<file path="src/rtl/uart_apb_pkg.sv">
// -----------------------------------------------------------------------------
// uart_apb_pkg
// Shared definitions for the UART APB register front-end: register word
// indices, STATUS bit positions and the transfer FSM state encoding.
// -----------------------------------------------------------------------------
package uart_apb_pkg;

  // Register word indices (decoded from paddr)
  localparam int REG_DATA   = 0;
  localparam int REG_STATUS = 1;
  localparam int REG_CLEAR  = 2;
  localparam int REG_IRQ_EN = 3;

  // STATUS bit positions; CLEAR uses the same positions for the sticky bits
  localparam int STAT_RX_EMPTY = 0;
  localparam int STAT_TX_FULL  = 1;
  localparam int STAT_BUSY     = 2;
  localparam int STAT_TX_DROP  = 3;
  localparam int STAT_RX_UNDER = 4;
  localparam int STAT_UART_IRQ = 5;

  // IRQ_EN bit positions (only meaningful when the mask feature is built)
  localparam int IRQ_EN_UART  = 0;
  localparam int IRQ_EN_DROP  = 1;
  localparam int IRQ_EN_UNDER = 2;

  typedef enum logic [1:0] {
    IDLE   = 2'd0,
    ACCESS = 2'd1,
    DONE   = 2'd2
  } apb_state_t;

endpackage

</file>
<file path="src/rtl/uart_apb_regs.sv">
// -----------------------------------------------------------------------------
// uart_apb_regs
// APB3 slave register front-end for the UART FIFO block. Turns bus accesses
// into one-cycle push/pop strobes, returns RX bytes and status, keeps sticky
// error flags and drives a registered level interrupt.
//
// Every transfer runs IDLE -> ACCESS -> DONE. The access is accepted in IDLE
// when psel & penable are seen; the FIFO strobe is high during ACCESS and
// pready/pslverr/prdata are presented during DONE.
//
// Ports:
//   clk, rst           clock, synchronous active-low reset
//   paddr/psel/penable/pwrite/pwdata   APB request
//   prdata/pready/pslverr              APB response (valid while pready=1)
//   tx_byte, transmit  byte and push strobe to the TX FIFO
//   rx_fifo_pop        pop strobe to the RX FIFO
//   rx_byte, tx_fifo_full, rx_fifo_empty, uart_busy, uart_irq  FIFO/UART status
//   irq                registered interrupt to the core
//
// Build option: define UART_APB_IRQ_MASK_EN to add the IRQ_EN register at
// index 3 (bit0 uart_irq, bit1 tx_drop, bit2 rx_under). Without it, index 3
// is unmapped and irq is the plain OR of all three sources.
// -----------------------------------------------------------------------------
module uart_apb_regs
  import uart_apb_pkg::*;
#(
  parameter int DATA_WIDTH = 16,
  parameter int ADDR_WIDTH = 2
) (
  input  logic                  clk,
  input  logic                  rst,
  input  logic [ADDR_WIDTH-1:0] paddr,
  input  logic                  psel,
  input  logic                  penable,
  input  logic                  pwrite,
  input  logic [DATA_WIDTH-1:0] pwdata,
  output logic [DATA_WIDTH-1:0] prdata,
  output logic                  pready,
  output logic                  pslverr,
  output logic [7:0]            tx_byte,
  output logic                  transmit,
  output logic                  rx_fifo_pop,
  input  logic [7:0]            rx_byte,
  input  logic                  tx_fifo_full,
  input  logic                  rx_fifo_empty,
  input  logic                  uart_busy,
  input  logic                  uart_irq,
  output logic                  irq
);

  apb_state_t state;

  logic tx_q, pop_q, err_q;
  logic tx_drop, rx_under;
  logic start;
  logic sel_data, sel_status, sel_clear;
  logic do_tx, do_pop, set_tx_drop, set_rx_under;
  logic clr_tx_drop, clr_rx_under;
  logic acc_err;
  logic irq_src;
  logic [7:0] status_byte;
  logic [DATA_WIDTH-1:0] rd_value;

  // pwdata above the byte lane carries no meaning for this block.
  logic unused_pwdata;
  assign unused_pwdata = ^pwdata[DATA_WIDTH-1:8];

  assign start      = (state == IDLE) & psel & penable;
  assign sel_data   = (paddr == ADDR_WIDTH'(REG_DATA));
  assign sel_status = (paddr == ADDR_WIDTH'(REG_STATUS));
  assign sel_clear  = (paddr == ADDR_WIDTH'(REG_CLEAR));

  // All side effects are decided from the single cycle the access is accepted,
  // so a transfer can never produce a second strobe however long psel stays up.
  assign do_tx        = start &  pwrite & sel_data & ~tx_fifo_full;
  assign set_tx_drop  = start &  pwrite & sel_data &  tx_fifo_full;
  assign do_pop       = start & ~pwrite & sel_data & ~rx_fifo_empty;
  assign set_rx_under = start & ~pwrite & sel_data &  rx_fifo_empty;
  assign clr_tx_drop  = start &  pwrite & sel_clear & pwdata[STAT_TX_DROP];
  assign clr_rx_under = start &  pwrite & sel_clear & pwdata[STAT_RX_UNDER];

`ifdef UART_APB_IRQ_MASK_EN
  logic       sel_irq_en;
  logic [2:0] irq_en;
  assign sel_irq_en = (paddr == ADDR_WIDTH'(REG_IRQ_EN));
  assign irq_src = (uart_irq & irq_en[IRQ_EN_UART])
                 | (tx_drop  & irq_en[IRQ_EN_DROP])
                 | (rx_under & irq_en[IRQ_EN_UNDER]);
`else
  assign irq_src = uart_irq | tx_drop | rx_under;
`endif

  // Read mux and error decode for the access being accepted.
  // NOTE: every signal gets a default at the top of always_comb; a path that
  // skips an assignment would otherwise infer a latch.
  always_comb begin
    acc_err     = 1'b0;
    rd_value    = '0;
    status_byte = '0;
    status_byte[STAT_RX_EMPTY] = rx_fifo_empty;
    status_byte[STAT_TX_FULL]  = tx_fifo_full;
    status_byte[STAT_BUSY]     = uart_busy;
    status_byte[STAT_TX_DROP]  = tx_drop;
    status_byte[STAT_RX_UNDER] = rx_under;
    status_byte[STAT_UART_IRQ] = uart_irq;
    if (sel_data) begin
      acc_err = pwrite ? tx_fifo_full : rx_fifo_empty;
      // rx_byte is still the FIFO head here; the pop lands after this cycle.
      if (!pwrite && !rx_fifo_empty) rd_value[7:0] = rx_byte;
    end else if (sel_status) begin
      acc_err = pwrite;
      if (!pwrite) rd_value[7:0] = status_byte;
    end else if (sel_clear) begin
      acc_err = 1'b0;
`ifdef UART_APB_IRQ_MASK_EN
    end else if (sel_irq_en) begin
      if (!pwrite) rd_value[2:0] = irq_en;
`endif
    end else begin
      acc_err = 1'b1;
    end
  end

  // NOTE: all state below uses non-blocking assignments so every register
  // samples the pre-edge values, independent of statement order.
  always_ff @(posedge clk) begin
    if (!rst) begin
      state    <= IDLE;
      pready   <= 1'b0;
      pslverr  <= 1'b0;
      prdata   <= '0;
      tx_q     <= 1'b0;
      pop_q    <= 1'b0;
      err_q    <= 1'b0;
      tx_byte  <= '0;
      tx_drop  <= 1'b0;
      rx_under <= 1'b0;
      irq      <= 1'b0;
`ifdef UART_APB_IRQ_MASK_EN
      irq_en   <= '0;
`endif
    end else begin
      tx_q  <= 1'b0;
      pop_q <= 1'b0;
      // A set in the same cycle as a clear wins.
      tx_drop  <= set_tx_drop  | (tx_drop  & ~clr_tx_drop);
      rx_under <= set_rx_under | (rx_under & ~clr_rx_under);
      irq      <= irq_src;
      case (state)
        IDLE: begin
          if (start) begin
            state  <= ACCESS;
            tx_q   <= do_tx;
            pop_q  <= do_pop;
            err_q  <= acc_err;
            prdata <= rd_value;
            if (do_tx) tx_byte <= pwdata[7:0];
`ifdef UART_APB_IRQ_MASK_EN
            if (pwrite && sel_irq_en) irq_en <= pwdata[2:0];
`endif
          end
        end
        ACCESS: begin
          // Completes even if psel was dropped; no new access is accepted here.
          state   <= DONE;
          pready  <= 1'b1;
          pslverr <= err_q;
        end
        DONE: begin
          state   <= IDLE;
          pready  <= 1'b0;
          pslverr <= 1'b0;
          prdata  <= '0;
        end
        default: state <= IDLE;
      endcase
    end
  end

  // Reset asserted during ACCESS suppresses the strobe in that same cycle.
  assign transmit    = tx_q  & rst;
  assign rx_fifo_pop = pop_q & rst;

endmodule

</file>
<file path="config.mk">
export PLATFORM = sky130hd
export DESIGN_NAME = uart_apb_regs
export DESIGN_NICKNAME = d
export VERILOG_FILES = /design/src/rtl/uart_apb_pkg.sv /design/src/rtl/uart_apb_regs.sv
export SDC_FILE = /design/constraint.sdc
export NUM_CORES = 1
export LEC_CHECK = 0
export ABC_CLOCK_PERIOD_IN_PS = 2200
export CAP_MARGIN = 40
export CORE_UTILIZATION = 40
export CTS_CLUSTER_DIAMETER = 150
export DETAILED_ROUTE_END_ITERATION = 6
export HOLD_SLACK_MARGIN = 0.15
export PLACE_DENSITY_LB_ADDON = 0.25
export SYNTH_ARGS = -nofsm -noshare
export SYNTH_HDL_FRONTEND = slang
export SYNTH_SLANG_ARGS = --single-unit
</file>
<file path="constraint.sdc">
create_clock -name clk -period 2.2 [get_ports clk]
set_input_delay 0.44 -clock clk [delete_from_list [all_inputs] [get_ports clk]]
set_output_delay 0.44 -clock clk [all_outputs]
set_load 0.01 [all_outputs]
</file>
==> key figures <==
Global routing
  – First-pass GRT wire length: 4660 microns
  – Initial antenna violation count: 0
  – Vias in the first global route: 1086
  – GRT Total Usage: 0.182
  – Largest net degree at the start of global routing: 20
  – Total global routing overflow: 0

Synth
  – Ys flop type: dfxtp_1
  – Yosys reg bits: 26
  – Cell Area, Synth: 1280 sq um
  – Top cells by count, synth: dfxtp_1, nand2_1, nand3_1, buf_4, o21ai_0
  – Top-area cell type share of the netlist area: 0.407
  – Synth Area per Inst: between 8 and 9 sq um
  – Ys async rst share: 0
  – Synth top area cells: dfxtp_1, nand2_1, buf_4, nand3_1, o2bb2ai_1
  – Mapped Cells: roughly 150
  – Count of cell types in the netlist: 35
  – Area leader, netlist: dfxtp_1
  – Post-synthesis sequential area ratio: 0.407
  – Top-count cell post-synth: dfxtp_1
  – Synth warnings: 0
  – EDFF count, synth: 0

Power and ir drop
  – Clock power share: 0.215
  – PD cells: roughly 530 nW/um^2
  – Pwr Total: 0.935 mW
  – Seq pwr share: 0.539
  – Leak pwr: 0.656 nW
  – Switching share of power: 0.286
  – Sw power: 0.267 mW
  – Maximum VDD drop: 0.265 mV
  – Pint: between 0.6 and 0.7 mW
  – Gate power share: 0.246

Floorplan
  – Die width: 58.6 microns
  – # rows: 20
  – Initial core utilization: 0.419
  – Die ar.: around 3400 sq um
  – CORE AREA: 3050 sq um
  – Die Ht: 58.6 microns
  – I/O pin cnt: 64

CTS
  – CTS max path bufs: 2
  – Setup Buffers After CTS: 0
  – H-tree depth: 1
  – CTS tree: done
  – CTS clk-pin slew, worst paths: 0.13 ns
  – CTS Buf Count: 3
  – Clk root buf: clkbuf_4
  – Clk sinks: 26
  – Hold_buf cts: 0
  – CTS resizes: 0
  – Worst-skew pair later-pin latency: 0.33 ns

Route
  – Via count: 1145
  – Via/cell ratio: 4.89
  – DR iter-0 viols: 23
  – DRT Wirelength: 2940 microns
  – First-pass DRT Iterations: 2
  – Routed WL per cell: 12.6 microns
  – Antenna Nets Post-Route: 0
  – Final routed DRC violation total: 0

Placed design
  – Dpl hpwl: 2290 microns
  – Routability Congestion: 0.730
  – Port Buffers: 47
  – Cells after DPL: 231

Critical path
  – Crit Path Max Fanout: 4
  – Register-to-Register Path Depth: 6
  – Element type at the critical path start: input pin
  – Critical Path Sink Type: output pin
  – Setup CP Type: in2out
  – Data required, critical path: 1.76 ns
  – Crit path DAT: 1.63 ns

Timing
  – Slew Limit Fails: 0
  – Hold Vio Cnt, Final: 0
  – WHS: 0.466 ns
  – F_max: 0.482 GHz
  – Setup_tns: 0 ns
  – Post-route clock period utilization: 0.943
  – Fin crit period: 2.07 ns
  – Worst Skew: ~0.00065 ns
  – Final setup vio count: 0
  – RSZ-0062 raised after global routing: no

Layout
  – Layout net count: 231
  – Layout cells sized above 1: 0.0737
  – Area Overhead vs Synth: 38.3%
  – Final Core Density: 0.580
  – Filler cells: 302
  – Fin cells: 234
  – # diodes: 0

Min path
  – Worst hold path class: reg2reg
  – WHS Path Cells: 2

Flow run
  – Number of maximum-capacitance violations: 0

Status
  – Outcome: finished, final reports clean
## sequential cells by signal (all words and copies together), names as in the netlist
register / cells
pop_q: 1
err_q: 1
state: 2
tx_q: 1
rx_under: 1
pready: 1
prdata: 8
pslverr: 1
tx_drop: 1
irq: 1
tx_byte: 8
## layout make-up
type,count,area (sq um),area share
Tap cell,44,55.1,0.0311
Timing Repair Buffer,51,500,0.283
Sequential cell,26,520,0.294
Multi-Input combinational cell,104,649,0.367
Inverter,6,22.5,0.0127
Clock buffer,3,22.5,0.0127
## power groups by stage
stage / combinational [mW] / sequential (mW) / clock [mW]
after floorplan: 0.139 / 0.517 / 0
after global placement: 0.219 / 0.513 / 0
after detailed placement: 0.230 / 0.514 / 0
after CTS: 0.231 / 0.504 / 0.211
after global routing: 0.255 / 0.507 / 0.225
final: 0.230 / 0.504 / 0.201
## final timing paths
path,start,to,slack [ns]
max reg2reg,state[0],prdata[2],0.52
max,rst,transmit,0.13
min,tx_byte[7],tx_byte[7],0.47
min reg2reg,tx_byte[7],tx_byte[7],0.47
## kinds of logic (layout without fill, tap and decap cells)
kind of cell | after synthesis | after routing | share of synthesized area
AND/OR/NAND/NOR | 55 | 55 | 0.240
AO/OA/AOI/OAI | 37 | 37 | 0.204
flip-flops | 26 | 26 | 0.407
buffers and inverters | 22 | 60 | 0.107
adder cells (fa/ha/maj) | 4 | 4 | 0.0391
other | 1 | 8 | 0.00293
## critical path, cell delays in order
cell,delay [ns]
clkdlybuf4s50_1,0.53
and2_1,0.14
clkdlybuf4s50_1,0.52
## cells in the final DEF (no fill, tap or decap), drive strengths merged, types with 2 or more instances in the layout
master and n:
nor4 2, buf 4, dfxtp 26, nand2b 2, ha 4, and2 5
nand4b 3, a22oi 5, nand3b 2, a21boi 6, a21oi 4, nand2 19
clkdlybuf4s50 47, conb 8, o2bb2ai 6, nor3 3, inv 6, nand3 11
nor2 6, clkbuf 3, o21ai 11
## stage by stage
step / setup slack (ns) / cell area [sq um]
global route: 0.0738 / 1770
detailed placement: 0.107 / 1750
global placement: 0.113 / 1750
finish: 0.126 / 1770
CTS: 0.106 / 1770
floorplan: 0.724 / 1310
## layer usage
layer / global-route usage / share of wire / vias to the layer above / wire length, microns
li1: - / - / 580 / -
met1: 0.197 / 0.44 / 515 / 1290
met2: 0.320 / 0.49 / 42 / 1450
met3: 0.0440 / 0.048 / 8 / 140
met4: 0.109 / 0.022 / 0 / 65
met5: 0 / 0 / - / 0
(Power assumes the default switching activity.)
